==> src/rtl/reg_status.sv <==
// Register-status (rename-tag) table: one busy bit and one producing ROB tag per
// architectural register, updated by issue/commit and cleared by a mispredict flush.
module reg_status #(
    parameter int ROB_WIDTH = 4
) (
    input  logic                 clk_in,
    input  logic                 rst_in,
    input  logic                 rdy_in,
    input  logic                 flush,
    input  logic                 issue_valid,
    input  logic [4:0]           issue_rd,
    input  logic [ROB_WIDTH-1:0] issue_tag,
    input  logic                 query_valid,
    input  logic [4:0]           query_rs1,
    input  logic [4:0]           query_rs2,
    input  logic                 commit_valid,
    input  logic [4:0]           commit_rd,
    input  logic [ROB_WIDTH-1:0] commit_tag,
    output logic                 rs1_busy,
    output logic [ROB_WIDTH-1:0] rs1_tag,
    output logic                 rs2_busy,
    output logic [ROB_WIDTH-1:0] rs2_tag,
    output logic                 query_done,
    output logic [5:0]           busy_cnt
);

    logic [31:0]                busy_q, busy_d;
    logic [31:0][ROB_WIDTH-1:0] tag_q, tag_d;
    logic                       rs1_busy_q, rs1_busy_d;
    logic [ROB_WIDTH-1:0]       rs1_tag_q, rs1_tag_d;
    logic                       rs2_busy_q, rs2_busy_d;
    logic [ROB_WIDTH-1:0]       rs2_tag_q, rs2_tag_d;
    logic                       query_done_q, query_done_d;
    logic [5:0]                 busy_cnt_q, busy_cnt_d;

    logic        commit_hit;
    logic        issue_act;
    logic        cnt_inc;
    logic        cnt_dec;
    logic [31:0] busy_after_commit;

    always_comb begin
        commit_hit = commit_valid && (commit_rd != 5'd0) && busy_q[commit_rd]
                     && (tag_q[commit_rd] == commit_tag);
        issue_act  = issue_valid && (issue_rd != 5'd0);

        busy_after_commit = busy_q;
        if (commit_hit) begin
            busy_after_commit[commit_rd] = 1'b0;
        end

        // Count moves on pre-edge occupancy: re-issuing a busy rd or an
        // issue racing a commit on the same rd leaves the total unchanged.
        cnt_inc = issue_act && !busy_q[issue_rd];
        cnt_dec = commit_hit && !(issue_act && (issue_rd == commit_rd));
    end

    always_comb begin
        busy_d       = busy_q;
        tag_d        = tag_q;
        rs1_busy_d   = rs1_busy_q;
        rs1_tag_d    = rs1_tag_q;
        rs2_busy_d   = rs2_busy_q;
        rs2_tag_d    = rs2_tag_q;
        query_done_d = query_done_q;
        busy_cnt_d   = busy_cnt_q;

        if (rdy_in) begin
            if (flush) begin
                busy_d       = '0;
                rs1_busy_d   = 1'b0;
                rs1_tag_d    = '0;
                rs2_busy_d   = 1'b0;
                rs2_tag_d    = '0;
                query_done_d = 1'b0;
                busy_cnt_d   = '0;
            end else begin
                // Lookups see this cycle's commit but never this cycle's issue.
                query_done_d = query_valid;
                rs1_busy_d   = 1'b0;
                rs1_tag_d    = '0;
                rs2_busy_d   = 1'b0;
                rs2_tag_d    = '0;
                if (query_valid) begin
                    if ((query_rs1 != 5'd0) && busy_after_commit[query_rs1]) begin
                        rs1_busy_d = 1'b1;
                        rs1_tag_d  = tag_q[query_rs1];
                    end
                    if ((query_rs2 != 5'd0) && busy_after_commit[query_rs2]) begin
                        rs2_busy_d = 1'b1;
                        rs2_tag_d  = tag_q[query_rs2];
                    end
                end

                busy_d = busy_after_commit;
                if (issue_act) begin
                    busy_d[issue_rd] = 1'b1;
                    tag_d[issue_rd]  = issue_tag;
                end

                busy_cnt_d = busy_cnt_q + {5'd0, cnt_inc} - {5'd0, cnt_dec};
            end
        end
    end

    always_ff @(posedge clk_in) begin
        if (rst_in) begin
            busy_q       <= '0;
            tag_q        <= '0;
            rs1_busy_q   <= 1'b0;
            rs1_tag_q    <= '0;
            rs2_busy_q   <= 1'b0;
            rs2_tag_q    <= '0;
            query_done_q <= 1'b0;
            busy_cnt_q   <= '0;
        end else begin
            busy_q       <= busy_d;
            tag_q        <= tag_d;
            rs1_busy_q   <= rs1_busy_d;
            rs1_tag_q    <= rs1_tag_d;
            rs2_busy_q   <= rs2_busy_d;
            rs2_tag_q    <= rs2_tag_d;
            query_done_q <= query_done_d;
            busy_cnt_q   <= busy_cnt_d;
        end
    end

    assign rs1_busy   = rs1_busy_q;
    assign rs1_tag    = rs1_tag_q;
    assign rs2_busy   = rs2_busy_q;
    assign rs2_tag    = rs2_tag_q;
    assign query_done = query_done_q;
    assign busy_cnt   = busy_cnt_q;

endmodule

==> config.mk <==
export PLATFORM = sky130hd
export DESIGN_NAME = reg_status
export DESIGN_NICKNAME = d
export VERILOG_FILES = /design/src/rtl/reg_status.sv
export SDC_FILE = /design/constraint.sdc
export NUM_CORES = 1
export LEC_CHECK = 0
export CORE_MARGIN = 2
export CORE_UTILIZATION = 50
export CTS_CLUSTER_DIAMETER = 80
export DETAILED_ROUTE_END_ITERATION = 8
export GPL_TIMING_DRIVEN = 1
export MAX_ROUTING_LAYER = met4
export PLACE_DENSITY = 0.76
export SLEW_MARGIN = 20
export SYNTH_ARGS = -nofsm -noshare
export SYNTH_HDL_FRONTEND = slang
export SYNTH_SLANG_ARGS = --single-unit
==> constraint.sdc <==
create_clock -name clk_in -period 8.8 [get_ports clk_in]
set_input_delay 1.76 -clock clk_in [delete_from_list [all_inputs] [get_ports clk_in]]
set_output_delay 1.76 -clock clk_in [all_outputs]
set_load 0.01 [all_outputs]
# [Yosys cells after proc, flatten, opt, wreduce, memory -nomap -nowiden]
# Cells that the tools add are included.
[totals] reg_bits=177 latchBits=0 ram_bits=0 romBits=0 in_bits=35 out_inout_bits=17 mem_count=0
[op_classes] addsub=2 multipliers=0 div_mod_pow=0 n_lt_le_gt_ge=6 n_eq_ne=2 shifts=0 muxes=38 bitwise_logic=4 reduce_logical=18
[ops] operator="$bwmux W128" n=1
[ops] operator="$mux W32" n=3
[ops] operator="$bmux W4 S5" n=3
[ops] operator="$mux W4" n=10
[ops] operator="$and A32 B32 Y32" n=1
[ops] operator="$not A32 Y32" n=1
[ops] operator="$or A32 B32 Y32" n=1
[ops] operator="$lt A5 B6 Y1 const B" n=4
[ops] operator="$bmux W1 S5" n=4
[ops] operator="$demux W4 S5" n=1
[ops] operator="$reduce_bool A5 Y1" n=4
[ops] operator="$mux W1" n=13
[ops] operator="$logic_and A1 B1 Y1" n=11
[ops] operator="$demux W1 S5" n=2
[ops] operator="$ge A5 B1 Y1 const B" n=2
[ops] operator="$add A6 B1 Y6" n=1
[ops] operator="$mux W6" n=1
[ops] operator="$sub A6 B1 Y6" n=1
[ops] operator="$eq A5 B5 Y1" n=1
[ops] operator="$eq A4 B4 Y1" n=1
[ops] operator="$reduce_and A3 Y1" n=1
[ops] operator="$logic_not A1 Y1" n=2
[ops] operator="$not A1 Y1" n=1

# [Longest topological paths before layout]
# Gate-level depths: netlist of run 1.
[logic_depth] ltp_word=13 ltp_mapped=22

# [Worst setup path after synthesis of run 1]
# OpenSTA, ideal clock, no wires.
[synth_timing] path_type="input to register" startpoint="input port commit_rd[1]" endpoint="register busy_cnt_q[5] (netlist: busy_cnt[5])" setup_time_ns=0.132 arrival_time_ns=5.066 required_time_ns=8.668 path_slack_ns=3.602 path_stages=21 cell_sequence="buf_6 buf_6 mux2i_1 o22ai_1 or4_1 o21a_1 o22a_1 nand2_1 buf_2 a41oi_1 ha_1 inv_1 ha_1 a21o_1 a21oi_1 o21bai_1 a21oi_1 xnor2_1 o21ai_0 nand2_1 a21oi_1"
[synth_between] elab_chain_len=7
[synth_rtl] element="from (decl)" line="17" source="input logic [4:0] commit_rd,"
[synth_rtl] element="$bmux W4 S5 (tied with other cells)" line="44" source="&& (tag_q[commit_rd] == commit_tag);"
[synth_rtl] element="$mux W4 (not written as such) (tied with other cells)" line="44"
[synth_rtl] element="$eq A4 B4 Y1 or $logic_and A1 B1 Y1 (tied branches)" line="44, 43"
[synth_rtl] element="$logic_and A1 B1 Y1" line="44"
[synth_rtl] element="$logic_and A1 B1 Y1 (*)" line="55" source="cnt_dec = commit_hit && !(issue_act && (issue_rd == commit_rd));"
[synth_rtl] element="$sub A6 B1 Y6 (*)" line="101" source="busy_cnt_d = busy_cnt_q + {5'd0, cnt_inc} - {5'd0, cnt_dec};"
[synth_rtl] element="$mux W6 (*)" line="69" source="if (flush) begin"
[synth_rtl] element="to (signal assigned)" line="124" source="busy_cnt_q <= busy_cnt_d;"
[synth_rtl] element="to (decl)" line="34" source="logic [5:0] busy_cnt_q, busy_cnt_d;"
# Mark *: on every way between the ends. The rest lies on a longest branch, timed or not. The select of a mux whose other input is x is not followed.
# A chain may end at the register's enable or synchronous reset.

# [Worst setup path after layout of run 1]
[layout_timing] startpoint="input port commit_rd[4]" endpoint="register busy_cnt_q[5] (netlist: busy_cnt[5])"
# Same word-level chain as after synthesis.

==> flow_metrics.env, run 1 <==
export IMPL_io_pins=52
export IMPL_routedWlPerCell_um=26.1
export IMPL_async_flop_share_pct=0
export IMPL_via_per_inst=6.94
export IMPL_gp_congestion=1.05
export IMPL_critical_path_class="in2reg"
export IMPL_finalHoldViolations=0
export IMPL_end_kind="flip-flop"
export IMPL_critPathRequiredTime_ns=9.08
export IMPL_fill_cells=2103
export IMPL_slew_viol_final=0
export IMPL_fin_nets=1305
export IMPL_holdPathEnd="rs2_busy"
export IMPL_setup_viol=0
export IMPL_antenna_found_initial=0
export IMPL_grt_max_degree=92
export IMPL_dieArea_mm2=0.0250
export IMPL_power_density_mw_per_mm2=133
export IMPL_first_iter_violations=1338
export IMPL_crit_cells=19
export IMPL_p_leak_nw=4.44
export IMPL_rsz0062_at_grt="no"
export IMPL_start_kind="input port"
export IMPL_rows=56
export IMPL_cts_resized=0
export IMPL_yosysWarnings=0
export IMPL_tightest_slew_ns=1.14
export IMPL_crit_path_start="commit_rd[4]"
export IMPL_syn_cell_area_mm2=0.0119
export IMPL_synth_ff_type="dfxtp_1"
export IMPL_max_freq_ghz=0.150
export IMPL_hold_buffers=0
export IMPL_reg2reg_slack_ns=4.43
export IMPL_internal_power_mw=1.24
export IMPL_pwr_share_seq_pct=46.5
export IMPL_gr_total_overflow=0
export IMPL_drc=0
export IMPL_cpLargestDelayFamily="compound AO/OA/AOI/OAI gates"
export IMPL_drive_gt1_share_pct=14.6
export IMPL_synth_seq_cells=177
export IMPL_cts_root_buf="clkbuf_16"
export IMPL_path_max_fanout=31
export IMPL_fin_crit_sh_pct=75.8
export IMPL_synthDistinctLibCells=89
export IMPL_cts_made_buffers=17
export IMPL_syn_area_per_cell_um2=9.25
export IMPL_cap_violations=0
export IMPL_initial_core_util_pct=50.7
export IMPL_rr_startpoint="tag_q[127]"
export IMPL_slowest_stage="clkdlybuf4s50_1"
export IMPL_htreeDepth=4
export IMPL_swShare_pct=28.1
export IMPL_fin_tns_setup_ns=0
export IMPL_cts_setup_buffers=0
export IMPL_clock_skew_ns=0.00861
export IMPL_synth_edf_count=0
export IMPL_cp_cell_sequence="clkdlybuf4s50_1 > nand4b_2 > o22ai_1 > or4_4 > nor3_2 > o22a_1 > nand2_1 > a41oi_1 > ha_1 > inv_1 > ha_1 > a21o_1 > a21oi_1 > o21bai_1 > a21oi_1 > xnor2_1 > o21ai_0 > nand2_1 > a21oi_1"
export IMPL_clkSinkCount=177
export IMPL_placed_cell_area_mm2=0.0124
export IMPL_port_buffers=51
export IMPL_cts_buffer_depth=2
export IMPL_fin_util_pct=55.4
export IMPL_firstDrtPassIters=5
export IMPL_clkTransAtPathRegs_ns=0.07
export IMPL_core_area_mm2=0.0234
export IMPL_outcome="completed"
export IMPL_finalInstanceArea_mm2=0.0130
export IMPL_ys_seq_area_share_pct=29.9
export IMPL_period_needed_ns=6.67
export IMPL_cpPeakStageDelay_ns=1.18
export IMPL_cp_num_buf_inv=2
export IMPL_whs_ns=0.445
export IMPL_cpMostUsedCell="a21oi_1"
export IMPL_min_path_cells=2
export IMPL_grt_pass1_vias=10031
export IMPL_clock_latency_ns=0.44
export IMPL_clockPowerShare_pct=41.4
export IMPL_synth_fp_nets=1324
export IMPL_grt_usage_pct=34.9
export IMPL_hp_class="reg2reg"
export IMPL_r2r_end="busy_cnt[5]"
export IMPL_cts_tree="done"
export IMPL_p_total_mw=1.73
export IMPL_relSlewSlack_pct=23.7
export IMPL_hold_start="rs2_busy"
export IMPL_p_comb_share_pct=12.1
export IMPL_p_switching_uw=487
export IMPL_die_height_um=158
export IMPL_rr_worst_depth=18
export IMPL_die_w_um=158
export IMPL_dpl_hpwl_um=29900
export IMPL_num_vias=11076
export IMPL_grt_pass1_wl_um=62700
export IMPL_vdd_ir_drop_max_uv=127
export IMPL_netlist_instances=1282
export IMPL_routed_wl_um=41700
export IMPL_diodes=0
export IMPL_critical_path_arrival_ns=6.95
export IMPL_postRouteAntennaNets=0
export IMPL_area_growth_syn_to_layout_pct=9.36
## through the flow
step	cells	worst slack (ns)
final	1595	2.13
after global placement	1563	1.93
after CTS	1595	2.26
after detailed placement	1563	1.82
after global routing	1595	1.78
after floorplan	1282	3.60
## state kept, by name, summed over array words and instances (netlist names)
register	count
tag_q	128
busy_q	32
busy_cnt	6
rs1_tag	4
rs2_tag	4
query_done	1
rs1_busy	1
rs2_busy	1
## placed cells by master, fill, tap and decap left out, types with 4 or more instances in the layout
cell type	netlist	routed
o31ai_1	4	4
clkdlybuf4s50_1	0	45
o41a_1	5	5
o31a_1	6	6
a31oi_1	5	5
xor2_1	5	5
mux2i_1	142	142
o22ai_1	36	36
nor2_1	128	128
nor3_1	15	13
a21oi_1	108	108
a32o_1	4	4
mux4_2	96	96
nand4bb_1	5	5
nor4_1	12	12
ha_1	6	6
inv_6	0	4
and3_1	6	6
nor2b_1	7	7
buf_2	10	4
nand2_1	134	134
buf_4	6	29
nand3_1	63	63
o311ai_0	8	8
nor3b_1	4	4
clkinvlp_4	0	4
o221ai_1	5	5
clkbuf_16	0	17
nand4b_1	5	5
a22oi_1	11	11
dfxtp_1	177	177
o21ai_1	4	4
or3_1	6	6
o211ai_1	6	6
o21ai_0	33	33
nand4_1	6	6
inv_1	22	22
nand2b_1	5	5
and3b_1	5	5
xnor2_1	4	4
## worst min-delay path, delay by kind of cell (launching register included)
family	cells	cell delay, ns
flops	1	0.31
simple gates	2	0.09
## metal layers
metal,vias to the layer above,share of wire (%),global-route usage [%]
met5,-,0,-
met4,0,4.7,15.4
met3,144,11,7.94
met2,725,45,51.2
met1,5378,39,46.3
li1,4829,-,-
## cell families after synthesis
group	Yosys count	share of synthesized area, %
AO/OA/AOI/OAI	278	15.3
XOR/XNOR	9	0.665
adder cells (fa/ha/maj)	7	0.802
buffers and inverters	141	5.28
flip-flops	177	29.9
multiplexers	240	30.4
AND/OR/NAND/NOR	430	17.6
## worst max-delay path by stage
| stage | to |
|---|---|
| global route | busy_cnt[5] |
| finish | busy_cnt[5] |
| detailed placement | busy_cnt[5] |
| global placement | busy_cnt[5] |
| floorplan | busy_cnt[5] |
| CTS | busy_cnt[5] |
## synth_stat cells, drive strengths merged, types with 5 or more instances
library cell  count  area (um^2)
and3              6         37.5
nand4b            6         58.8
nor2            128          480
nor3             17          101
inv              23         86.3
and3b             5         43.8
a21oi           108          541
o211ai            6         45.0
nand2           134          503
nand4             7         50.1
o21ai            38          194
nor2b             7         43.8
o41a              5         56.3
or3               6         37.5
dfxtp           177         3540
o31ai             5         42.5
a22oi            11         82.6
mux2i           142         1420
o221ai            6         58.8
nor4             13         87.6
ha                6         75.1
nand3            63          315
mux4             96         2160
o311ai            9         78.8
a31oi             5         31.3
clkbuf           81          305
o22ai            38          250
xor2              5         43.8
nand2b            5         31.3
or4               5         45.0
nand4bb           5         56.3
o31a              6         52.6
buf              35          226
nor3b             5         42.5
## power by group through the flow
stage | registers [mW] | logic, mW | clock network (mW)
global placement | 0.824 | 0.204 | 0
finish | 0.806 | 0.209 | 0.716
CTS | 0.805 | 0.205 | 0.723
floorplan | 0.823 | 0.141 | 0
detailed placement | 0.824 | 0.204 | 0
global route | 0.805 | 0.220 | 0.753
## area by class of cell
| cell class | count | area (um^2) | share of cell area, % |
|---|---|---|---|
| Clock buffer | 19 | 443 | 3.42 |
| Sequential cell | 177 | 3540 | 27.3 |
| Timing Repair Buffer | 78 | 688 | 5.31 |
| Multi-Input combinational cell | 964 | 7700 | 59.4 |
| Tap cell | 319 | 399 | 3.08 |
| Clock inverter | 13 | 101 | 0.782 |
| Inverter | 25 | 93.8 | 0.724 |
Note: power is estimated with default switching activity, not from simulation.
==> run 2: changes to the inputs <==
Settings changed: PLACE_DENSITY 0.76 to 0.78.
Clock period 8.8 ns to 5.6 ns, I/O delays scaled along.
==> run 2 against run 1 <==
Compared with the run above:
- cell count increased by 2.1%
- non-clock buffer count increased by 33
- core utilization increased by 1.4 points
- setup slack got worse by 1.5 ns
- clock-buffer cell count decreased by 2
- die area unchanged
- sequential power increased by 58%
- via count increased by 3.6%
- clock power increased by 65%
- critical endpoint unchanged
==> flow_metrics.env, run 2 (same netlist as run 1, synthesis figures left out) <==
export IMPL_period_needed_ns=4.97
export IMPL_rr_worst_depth=18
export IMPL_fin_tns_setup_ns=0
export IMPL_area_growth_syn_to_layout_pct=12.1
export IMPL_clock_latency_ns=0.44
export IMPL_placed_cells=1596
export IMPL_clock_skew_ns=0.0123
export IMPL_cts_resized=0
export IMPL_num_vias=11473
export IMPL_core_area_mm2=0.0234
export IMPL_slowest_stage="or4bb_1"
export IMPL_cts_buffer_depth=2
export IMPL_cts_root_buf="clkbuf_16"
export IMPL_cp_num_buf_inv=3
export IMPL_tightest_slew_ns=1.07
export IMPL_htreeDepth=4
export IMPL_gr_total_overflow=0
export IMPL_end_kind="flip-flop"
export IMPL_fin_crit_sh_pct=88.7
export IMPL_cp_cell_sequence="clkdlybuf4s50_1 > buf_4 > or4bb_1 > o22ai_1 > nor4_1 > a21boi_1 > o221a_2 > nand2_1 > a41oi_1 > ha_1 > inv_1 > ha_1 > a21o_1 > a21oi_1 > o21bai_1 > a21oi_1 > xnor2_1 > o21ai_0 > nand2_1 > a21oi_1"
export IMPL_cpMostUsedCell="a21oi_1"
export IMPL_cts_tree="done"
export IMPL_initial_core_util_pct=50.7
export IMPL_cts_made_buffers=17
export IMPL_antenna_found_initial=0
export IMPL_via_per_inst=7.05
export IMPL_postRouteAntennaNets=0
export IMPL_rows=56
export IMPL_diodes=0
export IMPL_path_max_fanout=31
export IMPL_largest_reg_flops=128
export IMPL_die_w_um=158
export IMPL_grtUsageMet3_pct=7.88
export IMPL_hp_class="reg2reg"
export IMPL_grtUsageMet2_pct=51.7
export IMPL_hold_start="rs2_busy"
export IMPL_vdd_ir_drop_max_uv=205
export IMPL_critPathRequiredTime_ns=5.90
export IMPL_grt_pass1_vias=10599
export IMPL_grt_max_degree=92
export IMPL_mostFrequentLayoutCells="dfxtp_1 (177), mux2i_1 (142), nand2_1 (134), nor2_1 (128), a21oi_1 (108)"
export IMPL_cts_setup_buffers=0
export IMPL_final_common_cell="dfxtp_1"
export IMPL_relSlewSlack_pct=28.7
export IMPL_p_leak_nw=4.65
export IMPL_grt_pass1_wl_um=64800
export IMPL_min_path_cells=2
export IMPL_timing_final_ws_setup_ns=0.633
export IMPL_max_freq_ghz=0.201
export IMPL_drc=0
export IMPL_cap_violations=0
export IMPL_routedWlPerCell_um=26.5
export IMPL_fin_nets=1338
export IMPL_grt_usage_pct=35.8
export IMPL_rsz0062_at_grt="no"
export IMPL_r2r_end="busy_cnt[5]"
export IMPL_firstDrtPassIters=6
export IMPL_met1_usage_pct=46.7
export IMPL_first_iter_violations=1732
export IMPL_pre_cts_ws_ns=0.199
export IMPL_clkSinkCount=177
export IMPL_setup_viol=0
export IMPL_routed_wl_um=43100
export IMPL_holdPathEnd="rs2_busy"
export IMPL_die_height_um=158
export IMPL_clkTransAtPathRegs_ns=0.08
export IMPL_p_total_mw=2.79
export IMPL_dieArea_mm2=0.0250
export IMPL_drive_gt1_share_pct=16.7
export IMPL_multi_input_comb_area_mm2=0.00769
export IMPL_outcome="completed"
export IMPL_start_kind="input port"
export IMPL_cpPeakStageDelay_ns=0.60
export IMPL_grt_busiest_layer="met2"
export IMPL_gp_congestion=1.06
export IMPL_critical_path_class="in2reg"
export IMPL_hold_buffers=0
export IMPL_port_buffers=51
export IMPL_final_instance_count_excl_fill=1628
export IMPL_largest_register="tag_q"
export IMPL_power_density_mw_per_mm2=210
export IMPL_dpl_hpwl_um=30900
export IMPL_critical_path_arrival_ns=5.26
export IMPL_fill_cells=2095
export IMPL_seqCellArea_mm2=0.00354
export IMPL_reg2reg_slack_ns=1.71
export IMPL_cpLargestDelayFamily="compound AO/OA/AOI/OAI gates"
export IMPL_io_pins=52
export IMPL_slew_viol_final=0
export IMPL_finalHoldViolations=0
export IMPL_rr_startpoint="tag_q[15]"
[run 2: cell count changes in the layout (fill, tap and decap cells not counted), moves of 2 or more]
| cell | delta |
|---|---|
| buf_4 | +29 |
| buf_12 | +4 |
| clkinvlp_4 | -4 |
| inv_8 | +4 |
| clkinv_4 | +2 |
[run 2: power breakdown]
group          total, mW  internal, mW  switching (mW)
Clock               1.18         0.592           0.588
Combinational      0.347         0.120           0.227
Sequential          1.27          1.26         0.00437
[run 2: worst min-delay path, delay by kind of cell (launching register included)]
kind	cells	cell delay, ns
DFF	1	0.32
and+or+nand+nor	2	0.09
[run 2: worst max-delay path by stage]
stage,cells after the start,slack (ns),endpoint,startpoint
final,20,0.63,busy_cnt[5],commit_rd[4]
after global routing,20,0.38,busy_cnt[5],commit_rd[4]
after CTS,20,0.68,busy_cnt[5],commit_rd[4]
after detailed placement,20,0.20,busy_cnt[5],commit_rd[4]
after global placement,20,0.30,busy_cnt[5],commit_rd[4]
after floorplan,21,1.04,busy_cnt[5],commit_rd[1]
[run 2: through the flow]
step	hold WS, ns	utilization, %	cell area (um^2)
floorplan	0.443	-	11900
global placement	0.433	54.3	12700
detailed placement	0.437	54.3	12700
CTS	0.451	56.8	13300
global route	0.463	56.8	13300
finish	0.449	56.8	13300
[run 2: layout make-up]
| cell class | instances | share of cell area [%] |
|---|---|---|
| multi-input cells | 964 | 57.9 |
| flip-flops and latches | 177 | 26.7 |
| repair buffers | 111 | 7.42 |
| clock buffers | 17 | 3.20 |
| well taps | 319 | 3.00 |
| clock inverters | 15 | 1.09 |
| inverters | 25 | 0.706 |
[run 2: layer usage]
layer	share of wire (%)	up-vias
li1	-	4888
met1	38	5497
met5	0	-
met2	44	872
met3	12	216
met4	6.6	0
==> run 3: changes to the inputs <==
--- a/config.mk
+++ b/config.mk
@@ -7,4 +7,6 @@
 export LEC_CHECK = 0
+export CELL_PAD_IN_SITES_DETAIL_PLACEMENT = 1
+export CELL_PAD_IN_SITES_GLOBAL_PLACEMENT = 1
 export CORE_MARGIN = 2
-export CORE_UTILIZATION = 50
+export CORE_UTILIZATION = 44
 export CTS_CLUSTER_DIAMETER = 80
@@ -13,3 +15,3 @@
 export MAX_ROUTING_LAYER = met4
-export PLACE_DENSITY = 0.78
+export PLACE_DENSITY = 0.86
 export SLEW_MARGIN = 20
@@ -18 +20,2 @@
 export SYNTH_SLANG_ARGS = --single-unit
+export TNS_END_PERCENT = 10
==> constraint.sdc (replaced) <==
create_clock -name clk_in -period 5.6 [get_ports clk_in]
set_input_delay 0.56 -clock clk_in [delete_from_list [all_inputs] [get_ports clk_in]]
set_output_delay 0.56 -clock clk_in [all_outputs]
set_load 0.01 [all_outputs]
==> run 3 against run 2 <==
Compared with the run above:
- sequential share of layout area up 0.11 points
- clock-buffer cell count up 1
- core utilization down 7.3 points
- clock power about the same
- routed wire length up 12%
- first-iteration DRC count down 12%
- via count up 1.5%
- die area up 13%
- final area down 0.42%
- non-clock buffer count down 3
- global-route usage down 0.29 points
==> flow_metrics.env, run 3 (same netlist as run 1, synthesis figures left out) <==
export IMPL_drc=0
export IMPL_path_max_fanout=19
export IMPL_clkSinkCount=177
export IMPL_first_iter_violations=1526
export IMPL_clock_latency_ns=0.45
export IMPL_critical_path_arrival_ns=5.03
export IMPL_rows=60
export IMPL_fin_tns_setup_ns=0
export IMPL_slew_viol_final=0
export IMPL_io_pins=52
export IMPL_start_kind="input port"
export IMPL_postRouteAntennaNets=0
export IMPL_cts_resized=0
export IMPL_cts_buffer_depth=2
export IMPL_initial_core_util_pct=44.4
export IMPL_grt_pass1_vias=11736
export IMPL_critical_path_class="in2reg"
export IMPL_cap_violations=0
export IMPL_vdd_ir_drop_max_uv=138
export IMPL_outcome="completed"
export IMPL_die_w_um=168
export IMPL_setup_viol=0
export IMPL_grt_usage_pct=35.5
export IMPL_clock_skew_ns=0.0137
export IMPL_routed_wl_um=48300
export IMPL_placed_cell_area_mm2=0.0127
export IMPL_end_kind="flip-flop"
export IMPL_cts_setup_buffers=0
export IMPL_grt_max_degree=70
export IMPL_fin_crit_sh_pct=84.4
export IMPL_final_instance_count_excl_fill=1647
export IMPL_mostFrequentLayoutCells="dfxtp_1 (177), mux2i_1 (142), nand2_1 (134), nor2_1 (128), a21oi_1 (108)"
export IMPL_power_density_mw_per_mm2=212
export IMPL_clkTransAtPathRegs_ns=0.07
export IMPL_cts_made_buffers=17
export IMPL_cts_root_buf="clkbuf_16"
export IMPL_period_needed_ns=4.73
export IMPL_max_freq_ghz=0.212
export IMPL_area_growth_syn_to_layout_pct=11.6
export IMPL_htreeDepth=4
export IMPL_placed_cells=1615
export IMPL_hold_buffers=0
export IMPL_gr_total_overflow=0
export IMPL_finalInstanceArea_mm2=0.0132
export IMPL_relSlewSlack_pct=16.4
export IMPL_num_vias=11642
export IMPL_hp_class="reg2reg"
export IMPL_pwr_share_seq_pct=45.1
export IMPL_p_leak_nw=4.59
export IMPL_timing_final_ws_setup_ns=0.873
export IMPL_swShare_pct=28.9
export IMPL_p_comb_share_pct=12.5
export IMPL_clockPowerShare_pct=42.4
export IMPL_final_common_cell="dfxtp_1"
export IMPL_drive_gt1_share_pct=16.4
export IMPL_antenna_found_initial=1
export IMPL_die_height_um=168
export IMPL_gp_congestion=1.01
export IMPL_rsz0062_at_grt="no"
export IMPL_via_per_inst=7.07
export IMPL_critPathRequiredTime_ns=5.91
export IMPL_largest_reg_flops=128
export IMPL_core_area_mm2=0.0267
export IMPL_internal_power_mw=2.00
export IMPL_cts_tree="done"
export IMPL_port_buffers=51
export IMPL_finalHoldViolations=0
export IMPL_routedWlPerCell_um=29.3
export IMPL_p_switching_uw=811
export IMPL_fin_nets=1335
export IMPL_dpl_hpwl_um=34600
export IMPL_largest_register="tag_q"
export IMPL_dieArea_mm2=0.0283
export IMPL_grt_pass1_wl_um=73800
export IMPL_p_total_mw=2.81
export IMPL_pre_cts_ws_ns=0.488
export IMPL_firstDrtPassIters=5
export IMPL_tightest_slew_ns=1.24
run 3: path summary, 6_finish.rpt:
kind / startpoint / endpoint / slack, ns / cells past startpoint
worst min register to register: rs2_busy / rs2_busy / 0.45 / 2
worst min-delay path: rs2_busy / rs2_busy / 0.45 / 2
worst max register to register: tag_q[127] / busy_cnt[5] / 1.52 / 18
worst max-delay path: commit_rd[0] / busy_cnt[5] / 0.87 / 20
run 3: layout make-up:
cell class / count / area [um^2]
Inverter: 25 / 93.8
Multi-Input combinational cell: 964 / 7690
Timing Repair Buffer: 108 / 913
Clock inverter: 13 / 128
Tap cell: 341 / 427
Sequential cell: 177 / 3540
Clock buffer: 18 / 429
Antenna cell: 1 / 2.50
Fill cell: 3042 / 13500
run 3: worst max-delay path, cell delays in order:
cell             delay (ns)
clkdlybuf4s50_1        0.90
buf_4                  0.40
mux4_2                 0.55
a22oi_1                0.25
nand4_1                0.11
and3_1                 0.24
o221a_2                0.15
nand2_1                0.11
a41oi_1                0.09
ha_1                   0.35
inv_1                  0.04
ha_1                   0.20
a21o_1                 0.18
a21oi_1                0.21
o21bai_1               0.09
a21oi_1                0.18
xnor2_1                0.16
o21ai_0                0.10
nand2_1                0.09
a21oi_1                0.06
run 3: power by group through the flow:
| stage | logic, mW | registers (mW) | clock network [mW] |
|---|---|---|---|
| final | 0.351 | 1.27 | 1.19 |
| after global routing | 0.367 | 1.27 | 1.24 |
| after CTS | 0.342 | 1.27 | 1.19 |
| after detailed placement | 0.340 | 1.29 | 0 |
| after global placement | 0.334 | 1.29 | 0 |
| after floorplan | 0.222 | 1.29 | 0 |
run 3: through the flow:
| stage | hold slack [ns] | util, % |
|---|---|---|
| 3_5_place_dp | 0.440 | 47.4 |
| 6_report | 0.448 | 49.5 |
| 5_1_grt | 0.491 | 49.5 |
| 3_3_place_gp | 0.431 | 47.4 |
| 2_1_floorplan | 0.443 | - |
| 4_1_cts | 0.450 | 49.5 |
run 3: per-layer routing:
layer  global-route usage (%)  routed length [um]
met3                     5.20                3830
met4                     19.7                2970
met1                     43.8               18600
met5                        -                   0
met2                     56.3               22900
